==> config.mk <==
export PLATFORM = sky130hd
export DESIGN_NAME = mem_port_arbiter_flat
export DESIGN_NICKNAME = d
export VERILOG_FILES = /design/src/rtl/mem_arb_pkg.sv /design/src/rtl/mem_port_arbiter_if.sv /design/src/rtl/mem_arb_prio_sel.sv /design/src/rtl/mem_port_arbiter.sv /design/src/flat_wrapper.sv
export SDC_FILE = /design/constraint.sdc
export NUM_CORES = 1
export LEC_CHECK = 0
export BUFFER_PORTS_ARGS = -buffer_cell sky130_fd_sc_hd__clkbuf_2
export CAP_MARGIN = 20
export CELL_PAD_IN_SITES_DETAIL_PLACEMENT = 0
export CELL_PAD_IN_SITES_GLOBAL_PLACEMENT = 1
export CORE_MARGIN = 8
export CORE_UTILIZATION = 30
export DETAILED_ROUTE_END_ITERATION = 12
export GPL_TIMING_DRIVEN = 0
export PLACE_DENSITY = 0.84
export SYNTH_ARGS = -nofsm -noshare
export SYNTH_HDL_FRONTEND = slang
export SYNTH_SLANG_ARGS = --single-unit
==> constraint.sdc <==
create_clock -name Clk -period 1.9 [get_ports Clk]
set_input_delay 0.38 -clock Clk [delete_from_list [all_inputs] [get_ports Clk]]
set_output_delay 0.38 -clock Clk [all_outputs]
set_load 0.02 [all_outputs]
==> src/rtl/mem_arb_pkg.sv <==
// Shared types and widths for the instruction/data memory port arbiter.
// Imported by the bus interface, the priority selector and the arbiter top.
package mem_arb_pkg;

    localparam int ADDR_W   = 64;
    localparam int DATA_W   = 64;
    localparam int INSTR_W  = 32;
    localparam int STARVE_W = 4;
    localparam int LAT_W    = 4;

    typedef enum logic [1:0] {
        IDLE   = 2'd0,
        ACCESS = 2'd1,
        DONE   = 2'd2
    } state_t;

    typedef enum logic {
        OWN_IF = 1'b0,
        OWN_D  = 1'b1
    } owner_t;

endpackage

==> src/rtl/mem_port_arbiter_if.sv <==
// Bus bundle between the fetch stage, the MEM stage, the arbiter and the
// unified memory. The arbiter connects through the slave modport; the
// requester/memory side uses the master modport.
interface mem_port_arbiter_if;
    import mem_arb_pkg::*;

    logic                 if_req;
    logic [ADDR_W-1:0]    if_addr;
    logic                 if_gnt;
    logic                 if_rvalid;
    logic [INSTR_W-1:0]   if_rdata;

    logic                 d_req;
    logic                 d_we;
    logic [ADDR_W-1:0]    d_addr;
    logic [DATA_W-1:0]    d_wdata;
    logic                 d_gnt;
    logic                 d_rvalid;
    logic [DATA_W-1:0]    d_rdata;

    logic                 m_req;
    logic                 m_we;
    logic [ADDR_W-1:0]    m_addr;
    logic [DATA_W-1:0]    m_wdata;
    logic [DATA_W-1:0]    m_rdata;

    logic                 stall_if;
    logic                 stall_mem;

    modport slave (
        input  if_req, if_addr, d_req, d_we, d_addr, d_wdata, m_rdata,
        output if_gnt, if_rvalid, if_rdata, d_gnt, d_rvalid, d_rdata,
        output m_req, m_we, m_addr, m_wdata, stall_if, stall_mem
    );

    modport master (
        output if_req, if_addr, d_req, d_we, d_addr, d_wdata, m_rdata,
        input  if_gnt, if_rvalid, if_rdata, d_gnt, d_rvalid, d_rdata,
        input  m_req, m_we, m_addr, m_wdata, stall_if, stall_mem
    );

endinterface

==> src/rtl/mem_arb_prio_sel.sv <==
// Priority pick between fetch and data requests. Data normally wins, but
// once MAX_DATA_BURST data grants have gone by while fetch was waiting,
// fetch wins the next arbitration. Grants only happen while the arbiter idles.
module mem_arb_prio_sel
    import mem_arb_pkg::*;
#(
    parameter int MAX_DATA_BURST = 3
) (
    input  logic                Clk,
    input  logic                resetl,
    input  logic                idle,
    input  logic                if_req,
    input  logic                d_req,
    output logic                if_gnt,
    output logic                d_gnt,
    output logic [STARVE_W-1:0] starve
);

    localparam logic [STARVE_W-1:0] STARVE_MAX = STARVE_W'(MAX_DATA_BURST);

    // Combinational grant: data first unless fetch has been starved long enough.
    always_comb begin
        d_gnt  = 1'b0;
        if_gnt = 1'b0;
        if (idle) begin
            if (d_req && !(if_req && (starve == STARVE_MAX))) begin
                d_gnt = 1'b1;
            end else if (if_req) begin
                if_gnt = 1'b1;
            end
        end
    end

    // Count data grants that overtook a waiting fetch, saturating at the limit.
    always_ff @(posedge Clk) begin
        if (!resetl) begin
            starve <= '0;
        end else if (if_gnt || (idle && !if_req)) begin
            starve <= '0;
        end else if (d_gnt && if_req && (starve < STARVE_MAX)) begin
            starve <= starve + STARVE_W'(1);
        end
    end

endmodule

==> src/rtl/mem_port_arbiter.sv <==
// Shares one single-port, fixed-latency memory between instruction fetch
// and the MEM stage. One transaction is outstanding at a time:
// grant (IDLE) -> MEM_LAT cycles of ACCESS -> one DONE cycle with rvalid.
// Optional build macro MEM_ARB_PERF_CNT_EN adds two saturating performance
// counters (fetch wait cycles, IDLE-cycle request conflicts).
module mem_port_arbiter
    import mem_arb_pkg::*;
#(
    parameter int MEM_LAT        = 2,
    parameter int MAX_DATA_BURST = 3
) (
    input  logic              Clk,
    input  logic              resetl,
`ifdef MEM_ARB_PERF_CNT_EN
    output logic [31:0]       perf_if_wait,
    output logic [31:0]       perf_conflicts,
`endif
    mem_port_arbiter_if.slave bus
);

    localparam logic [LAT_W-1:0] LAT_LOAD = LAT_W'(MEM_LAT - 1);

    state_t               state;
    state_t               state_nxt;
    owner_t               owner;
    logic [LAT_W-1:0]     lat_cnt;
    logic                 idle;
    logic                 if_gnt;
    logic                 d_gnt;
    logic [STARVE_W-1:0]  starve;

    logic                 m_req_q;
    logic                 m_we_q;
    logic [ADDR_W-1:0]    m_addr_q;
    logic [DATA_W-1:0]    m_wdata_q;
    logic [INSTR_W-1:0]   if_rdata_q;
    logic [DATA_W-1:0]    d_rdata_q;
    logic                 if_rvalid_q;
    logic                 d_rvalid_q;

    assign idle = (state == IDLE);

    mem_arb_prio_sel #(
        .MAX_DATA_BURST (MAX_DATA_BURST)
    ) u_prio_sel (
        .Clk    (Clk),
        .resetl (resetl),
        .idle   (idle),
        .if_req (bus.if_req),
        .d_req  (bus.d_req),
        .if_gnt (if_gnt),
        .d_gnt  (d_gnt),
        .starve (starve)
    );

    starve_bounded: assert property (@(posedge Clk) disable iff (!resetl)
        starve <= STARVE_W'(MAX_DATA_BURST));

    assign bus.if_gnt    = if_gnt;
    assign bus.d_gnt     = d_gnt;
    assign bus.m_req     = m_req_q;
    assign bus.m_we      = m_we_q;
    assign bus.m_addr    = m_addr_q;
    assign bus.m_wdata   = m_wdata_q;
    assign bus.if_rdata  = if_rdata_q;
    assign bus.d_rdata   = d_rdata_q;
    assign bus.if_rvalid = if_rvalid_q;
    assign bus.d_rvalid  = d_rvalid_q;
    assign bus.stall_if  = bus.if_req & ~if_rvalid_q;
    assign bus.stall_mem = bus.d_req & ~d_rvalid_q;

    // State register; reset abandons any in-flight access.
    always_ff @(posedge Clk) begin
        if (!resetl) begin
            state <= IDLE;
        end else begin
            state <= state_nxt;
        end
    end

    // Next state: a grant starts an access, the last latency cycle completes it.
    always_comb begin
        state_nxt = state;
        case (state)
            IDLE:    if (if_gnt || d_gnt) state_nxt = ACCESS;
            ACCESS:  if (lat_cnt == '0)   state_nxt = DONE;
            DONE:    state_nxt = IDLE;
            default: state_nxt = IDLE;
        endcase
    end

    // Memory-side latches, latency counter, read-data capture and rvalid pulses.
    always_ff @(posedge Clk) begin
        if (!resetl) begin
            m_req_q     <= 1'b0;
            m_we_q      <= 1'b0;
            m_addr_q    <= '0;
            m_wdata_q   <= '0;
            if_rdata_q  <= '0;
            d_rdata_q   <= '0;
            if_rvalid_q <= 1'b0;
            d_rvalid_q  <= 1'b0;
            owner       <= OWN_IF;
            lat_cnt     <= '0;
        end else begin
            if_rvalid_q <= 1'b0;
            d_rvalid_q  <= 1'b0;
            case (state)
                IDLE: begin
                    if (d_gnt) begin
                        m_req_q   <= 1'b1;
                        m_we_q    <= bus.d_we;
                        m_addr_q  <= bus.d_addr;
                        m_wdata_q <= bus.d_wdata;
                        owner     <= OWN_D;
                        lat_cnt   <= LAT_LOAD;
                    end else if (if_gnt) begin
                        m_req_q   <= 1'b1;
                        m_we_q    <= 1'b0;
                        m_addr_q  <= bus.if_addr;
                        m_wdata_q <= '0;
                        owner     <= OWN_IF;
                        lat_cnt   <= LAT_LOAD;
                    end
                end
                ACCESS: begin
                    if (lat_cnt == '0) begin
                        m_req_q <= 1'b0;
                        m_we_q  <= 1'b0;
                        if (owner == OWN_D) begin
                            d_rvalid_q <= 1'b1;
                            if (!m_we_q) begin
                                d_rdata_q <= bus.m_rdata;
                            end
                        end else begin
                            if_rvalid_q <= 1'b1;
                            if_rdata_q  <= m_addr_q[2] ? bus.m_rdata[DATA_W-1:INSTR_W]
                                                       : bus.m_rdata[INSTR_W-1:0];
                        end
                    end else begin
                        lat_cnt <= lat_cnt - LAT_W'(1);
                    end
                end
                default: ;
            endcase
        end
    end

`ifdef MEM_ARB_PERF_CNT_EN
    // Saturating counters: fetch wait cycles and IDLE cycles with both requesters asking.
    always_ff @(posedge Clk) begin
        if (!resetl) begin
            perf_if_wait   <= '0;
            perf_conflicts <= '0;
        end else begin
            if (bus.if_req && !if_gnt && (perf_if_wait != '1)) begin
                perf_if_wait <= perf_if_wait + 32'd1;
            end
            if (idle && bus.if_req && bus.d_req && (perf_conflicts != '1)) begin
                perf_conflicts <= perf_conflicts + 32'd1;
            end
        end
    end
`endif

endmodule

==> src/flat_wrapper.sv <==
// flat-port wrapper written by rule: the top's interface ports become plain ports
module mem_port_arbiter_flat import mem_arb_pkg::*;
#(
    parameter int MEM_LAT        = 2,
    parameter int MAX_DATA_BURST = 3
)
  (Clk, resetl, bus_if_req, bus_if_addr, bus_d_req, bus_d_we, bus_d_addr, bus_d_wdata, bus_m_rdata, bus_if_gnt, bus_if_rvalid, bus_if_rdata, bus_d_gnt, bus_d_rvalid, bus_d_rdata, bus_m_req, bus_m_we, bus_m_addr, bus_m_wdata, bus_stall_if, bus_stall_mem);
  mem_port_arbiter_if bus_i ();
  input  logic Clk;
  input  logic resetl;
  input wire logic [$bits(bus_i.if_req)-1:0] bus_if_req;
  input wire logic [$bits(bus_i.if_addr)-1:0] bus_if_addr;
  input wire logic [$bits(bus_i.d_req)-1:0] bus_d_req;
  input wire logic [$bits(bus_i.d_we)-1:0] bus_d_we;
  input wire logic [$bits(bus_i.d_addr)-1:0] bus_d_addr;
  input wire logic [$bits(bus_i.d_wdata)-1:0] bus_d_wdata;
  input wire logic [$bits(bus_i.m_rdata)-1:0] bus_m_rdata;
  output wire logic [$bits(bus_i.if_gnt)-1:0] bus_if_gnt;
  output wire logic [$bits(bus_i.if_rvalid)-1:0] bus_if_rvalid;
  output wire logic [$bits(bus_i.if_rdata)-1:0] bus_if_rdata;
  output wire logic [$bits(bus_i.d_gnt)-1:0] bus_d_gnt;
  output wire logic [$bits(bus_i.d_rvalid)-1:0] bus_d_rvalid;
  output wire logic [$bits(bus_i.d_rdata)-1:0] bus_d_rdata;
  output wire logic [$bits(bus_i.m_req)-1:0] bus_m_req;
  output wire logic [$bits(bus_i.m_we)-1:0] bus_m_we;
  output wire logic [$bits(bus_i.m_addr)-1:0] bus_m_addr;
  output wire logic [$bits(bus_i.m_wdata)-1:0] bus_m_wdata;
  output wire logic [$bits(bus_i.stall_if)-1:0] bus_stall_if;
  output wire logic [$bits(bus_i.stall_mem)-1:0] bus_stall_mem;
  assign bus_i.if_req = bus_if_req;
  assign bus_i.if_addr = bus_if_addr;
  assign bus_i.d_req = bus_d_req;
  assign bus_i.d_we = bus_d_we;
  assign bus_i.d_addr = bus_d_addr;
  assign bus_i.d_wdata = bus_d_wdata;
  assign bus_i.m_rdata = bus_m_rdata;
  assign bus_if_gnt = bus_i.if_gnt;
  assign bus_if_rvalid = bus_i.if_rvalid;
  assign bus_if_rdata = bus_i.if_rdata;
  assign bus_d_gnt = bus_i.d_gnt;
  assign bus_d_rvalid = bus_i.d_rvalid;
  assign bus_d_rdata = bus_i.d_rdata;
  assign bus_m_req = bus_i.m_req;
  assign bus_m_we = bus_i.m_we;
  assign bus_m_addr = bus_i.m_addr;
  assign bus_m_wdata = bus_i.m_wdata;
  assign bus_stall_if = bus_i.stall_if;
  assign bus_stall_mem = bus_i.stall_mem;
  mem_port_arbiter #(.MEM_LAT(MEM_LAT), .MAX_DATA_BURST(MAX_DATA_BURST)) u_core (.Clk(Clk), .resetl(resetl), .bus(bus_i));
endmodule
# --- Yosys cells after proc, flatten, opt, wreduce, memory -nomap -nowiden ---
# Cells that the tools add are included.
totals:
  in_bits: 261
  output_inout_bits: 232
  wordCells: 76
  reg_bits: 239
classes:
  muxes: 27
  bitwise: 7
  magnitude_cmp: 1
  addsub: 2
  eq_ne: 6
  reduce_logical: 21
ops:
  columns: ["op", "count"]
  rows:
  - ["$mux W64", 4]
  - ["$mux W32", 1]
  - ["$mux W1", 13]
  - ["$mux W4", 3]
  - ["$reduce_and A3 Y1", 4]
  - ["$pmux W4 S2", 1]
  - ["$logic_and A1 B1 Y1", 5]
  - ["$not A1 Y1", 5]
  - ["$add A4 B1 Y4 const B", 1]
  - ["$eq A4 B2 Y1 const B", 1]
  - ["$logic_not A4 Y1", 1]
  - ["$lt A4 B2 Y1 const B", 1]
  - ["$mux W2", 2]
  - ["$ne A2 B1 Y1 const B", 2]
  - ["$pmux W1 S2", 2]
  - ["$pmux W2 S2", 1]
  - ["$reduce_and A2 Y1", 2]
  - ["$reduce_and A4 Y1", 1]
  - ["$reduce_bool A2 Y1", 2]
  - ["$sub A4 B1 Y4 const B", 1]
  - ["$ne A3 B1 Y1 const B", 1]
  - ["$and A1 B1 Y1", 2]
  - ["$eq A2 B1 Y1 const B", 1]
  - ["$logic_not A1 Y1", 2]
  - ["4 further kinds", 5]

# --- Longest topological paths before layout ---
logic_depth:
  word_depth: 9
  ltp_mapped: 7
  mapped_depth_nobuf: 5

# --- Cells and area by module ---
# Synthesis repeated with hierarchy kept, for this count alone.
unflattened:
  hier_cells: 937
  hier_area_um2: 9589.2
modules_own_cells:
  columns: ["mod", "n_inst", "seq_area_each_um2", "area_each_um2", "cells_each"]
  rows:
  - ["mem_port_arbiter", 1, 4704.5, 9367.7, 915]
  - ["mem_arb_prio_sel", 1, 80.1, 221.5, 22]

# --- Least setup slack after synthesis ---
# No wires, ideal clock.
synth_timing:
  path_kind: "reg2out"
  start: "register u_core.u_prio_sel.starve[0]"
  end: "output bus_if_gnt"
  t_arrival_ps: 1496
  stages_incl_launch_ff: 8
  slack_ps: 24
  path_cell_list: "dfxtp_1 ha_1 nand4bb_1 clkbuf_1 buf_2 buf_2 a21oi_1 and2_1"
synth_via:
  elab_chain_len: 6
synth_lines:
  columns: ["element", "line", "source"]
  rows:
  - ["start, declared", "mem_arb_prio_sel.sv:16", "output logic [STARVE_W-1:0] starve"]
  - ["start signal, assigned", "mem_arb_prio_sel.sv:41", "starve <= starve + STARVE_W'(1);"]
  - ["$eq A4 B2 Y1", "mem_arb_prio_sel.sv:26", "if (d_req && !(if_req && (starve == STARVE_MAX))) begin"]
  - ["$logic_and A1 B1 Y1", "mem_arb_prio_sel.sv:26", null]
  - ["$logic_not A1 Y1", "mem_arb_prio_sel.sv:26", null]
  - ["$logic_and A1 B1 Y1", "mem_arb_prio_sel.sv:26", null]
  - ["$mux W1", "mem_arb_prio_sel.sv:26", null]
  - ["$mux W1", "mem_arb_prio_sel.sv:25", "if (idle) begin"]
  - ["end, declared", "flat_wrapper.sv:18", "output wire logic [$bits(bus_i.if_gnt)-1:0] bus_if_gnt;"]
# Every way passes these cells.

# --- Final worst setup path ---
# Ends and elaborated chain as after synthesis.

==> flow_results.org <==
** Clock network
- CTS tree :: yes
- Buffer depth of the longest clock path :: 3
- Inserted Clock Buffers :: 27
- Clock-pin slew was measured on the worst setup and hold paths at approximately 60 ps.
- Number of levels in the clock H-tree :: 1
- Root Buffer Master :: clkbuf_16
- Worst-Skew Late Latency :: 530 ps
- Number of clock sinks :: between 200 and 250

** STA
- Final clock skew :: approximately 12 ps
- Fin crit share :: 114.4%
- The tightest hold path in the finished design has a slack of roughly 60 ps.
- The count of pins over their slew limit is 0.
- Setup violations remaining at the end of the flow were counted as 10.
- Maximum frequency from static timing analysis :: between 400 and 500 MHz
- Hold violation count in the final report :: 0
- Final critical-path setup slack :: -274.4 ps
- Setup repair after global routing could not meet its margin everywhere.
- In this run the tightest slew margin relative to its limit is 51.42%.
- After layout, the minimum clock period comes to 2174 ps.
- For the pin with the worst max-slew slack, the measured transition is about 730 ps.

** Setup path
- The worst setup path is launched from a flip-flop.
- Data on the critical path arrives at its endpoint at 1790 ps.
- The critical path is of the flip-flop to primary output type.
- STA classifies the critical path endpoint as a primary output.
- Of all nets on the critical path, the largest fanout is 4.
- For the worst setup path, the data required time is 1520 ps.

** Floorplan
- In this run the horizontal extent of the chip is roughly 200 um.
- Placement row count :: between 60 and 70
- The die is between 150 and 200 um tall.
- Starting density of the core :: between 30% and 40%
- Core Area :: 32,450 sq um
- In this run the count of I/O pins placed on the die edge is a little under 500.
- Area enclosed by the die boundary :: between 30,000 and 40,000 sq um

** Yosys
- Top cell type's share of synthesized area :: 48.63%
- Most common cell in the synthesized netlist :: dfxtp_1
- A synthesized cell averages 10.37 sq um.
- The number of different library cells used by synthesis comes to 40.
- Dominant cells by area after synthesis :: dfxtp_1 (49%), mux2i_1 (9.8%), a32o_1 (6.5%)
- Library cell occupying the most area in the post-synthesis netlist :: dfxtp_1
- Number of instances in the synthesized netlist :: 949
- Main flop type after synthesis :: dfxtp_1
- Netlist area before placement :: around 10000 sq um
- Share of flip-flops with an asynchronous set or reset after synthesis :: 0%
- Counting flops and latches in the post-synthesis netlist gives about 240.
- Sequential elements use approximately half of the synthesized area.
- The commonest cells after synthesis are dfxtp_1 (239), nand2_1 (130), mux2i_1 (96).
- Synthesis Warnings :: 0
- The synthesized design contains 0 enable-type register cells.
- Post-synth net total :: between 1,000 and 1,500

** Global route
- Across every metal layer, demand over resource in global routing totals between 10% and 20%.
- The number of antenna violations at the first check in global routing came to 0.
- The number of global-route vias before repair came to 10,060.
- Wire length of the first global-routing pass :: 59,560 um
- Entering global routing, the biggest net connects 14 pins.
- Summed over all layers, the global routing overflow is 0.

** Routing
- For this run, design rule violations remaining after detail routing come to 0.
- Final wirelength :: 40,960 um
- The count of nets left with antenna violations once routing finished came out at 0.
- The first TritonRoute pass finished after 5 iterations.
- WL per Instance :: about 21 um
- Initial detailed-routing violation count :: 456
- Using the TritonRoute via totals, the vias-per-cell ratio works out to 4.978.
- The routed layout has approximately 9,800 vias.

** Finish
- Area grow syn2layout :: 45.49%
- Share of final-layout standard cells stronger than drive strength 1 :: 42.19%
- The multi-input combinational cells in the finished layout cover a total of 4591 sq um.
- The number of antenna diodes in the final layout is 0.
- After filler insertion, the fill cell instance count of the layout stands at 3,192.
- At the end of the flow, the number of nets in the layout was between 1,500 and 2,000.
- Registers take about 4800 sq um.
- Non-filler instance count after layout :: between 1,500 and 2,000

** Run
- The tool flagged a number of max-cap violations equal to 0.

** Status
- Violated checks :: setup timing
- The flow ran to the end, but the final reports show violations.

** Placement
- Routability-driven placement finished with a final weighted congestion of between 0.8 and 0.9.
- Count of buffers from port buffering :: 490
- The number of placed instances, taps included, is between 1,500 and 2,000.
- Summed over all nets, the half-perimeter wirelength after detailed placement is roughly 32,000 um.

** Power and ir drop
- Dividing total power by cell area gives a power density of ~1000 nW/um^2.
- Highest ir drop seen on vdd :: between 0.6 and 0.7 mV
- The analysis attributes to cell leakage a power of around 7.0 nW.

** Worst hold path
- HP Class :: input pin to flip-flop
cell type report:
class	instances	share of cell area, %
Multi-Input combinational cell	605	32.07
Clock inverter	9	0.5769
Tap cell	442	3.864
Timing Repair Buffer	523	20.11
Clock buffer	40	5.691
Buffer	96	4.038
Inverter	5	0.1311
Sequential cell	239	33.51
path summary, 6_finish.rpt:
check | start | endpoint | slack, ps | cells past startpoint
worst max-delay path | u_core.u_prio_sel.starve[0] | bus_if_gnt | -270 | 7
worst min-delay path | bus_d_wdata[46] | u_core.bus.m_wdata[46] | 60 | 2
worst max register to register | u_core.lat_cnt[0] | u_core.bus.d_rdata[46] | -30 | 9
worst min register to register | u_core.bus.d_rdata[37] | u_core.bus.d_rdata[37] | 450 | 2
what timing repair did:
item	in CTS	in global routing
pin swaps	4	3
gates resized for setup	45	50
gates cloned	3	4
buffers inserted	15	12
setup endpoints to repair	223	158
hold buffers	0	0
flip-flops by register name, indices dropped and copies added, names as in the netlist:
| register | flops |
|---|---|
| u_core.owner | 1 |
| u_core.u_prio_sel.starve | 4 |
| u_core.bus.m_we | 1 |
| u_core.bus.if_rvalid | 1 |
| u_core.bus.d_rvalid | 1 |
| u_core.bus.m_wdata | 64 |
| u_core.state | 2 |
| u_core.bus.if_rdata | 32 |
| u_core.bus.d_rdata | 64 |
| u_core.lat_cnt | 4 |
| u_core.bus.m_addr | 64 |
| u_core.bus.m_req | 1 |
layer usage:
metal | GRT usage (%) | part of all wire [%]
met5 | 0 | 0
met4 | 6.854 | 3.4
met3 | 5.349 | 7.8
met2 | 33.11 | 48
met1 | 22.90 | 41
critical path: stages, from the launching register on:
cell,delay (ps)
dfxtp_4,360
ha_4,140
nand4bb_4,120
buf_8,150
buf_8,110
a21oi_4,120
and2_4,170
buf_8,110
kinds of logic after synthesis:
group                      count (synthesis)  synth area share, %
adders and majority gates                  3               0.3816
and+or+nand+nor                          261                13.95
buffers and inverters                    105                5.532
muxes                                     96                9.767
DFF                                      239                48.63
AOI/OAI and AO/OA                        245                21.73
where the power goes:
group,switching [mW],leakage (nW),internal (mW)
clock network,2.15,0.446,3.10
registers,0.267,1.96,5.44
logic,1.81,4.58,1.27
total,4.22,6.98,9.82
metrics by stage:
step	TNS [ps]	worst slack [ps]	utilization (%)	instance area [sq um]	power, mW
4_1_cts	-680.8	-346.1	43.42	14090	14.04
6_report	-575.5	-274.4	44.11	14310	14.04
5_1_grt	-2413	-333.4	44.11	14310	14.60
3_3_place_gp	-72990	-635.1	39.58	12840	8.643
3_5_place_dp	-85990	-649.5	39.58	12840	8.694
2_1_floorplan	0	24.19	-	9838	7.467
cells in the final DEF (no fill, tap or decap), drive strengths merged, types with 3 or more instances in the layout:
master | synthesis | layout
a21o | 65 | 65
inv | 5 | 6
nand2 | 130 | 130
o21ai | 6 | 6
mux2i | 96 | 96
and2 | 3 | 3
buf | 47 | 75
a32o | 64 | 64
a21boi | 3 | 3
nand3b | 64 | 64
o211a | 33 | 33
dfxtp | 239 | 239
ha | 3 | 3
a22o | 64 | 64
nand3 | 37 | 37
clkbuf | 53 | 584
clkinv | 0 | 6
nor2 | 4 | 4
nor2b | 3 | 3
a21oi | 4 | 4
nor3b | 7 | 7
No activity file was read; power rests on OpenSTA's default activity.
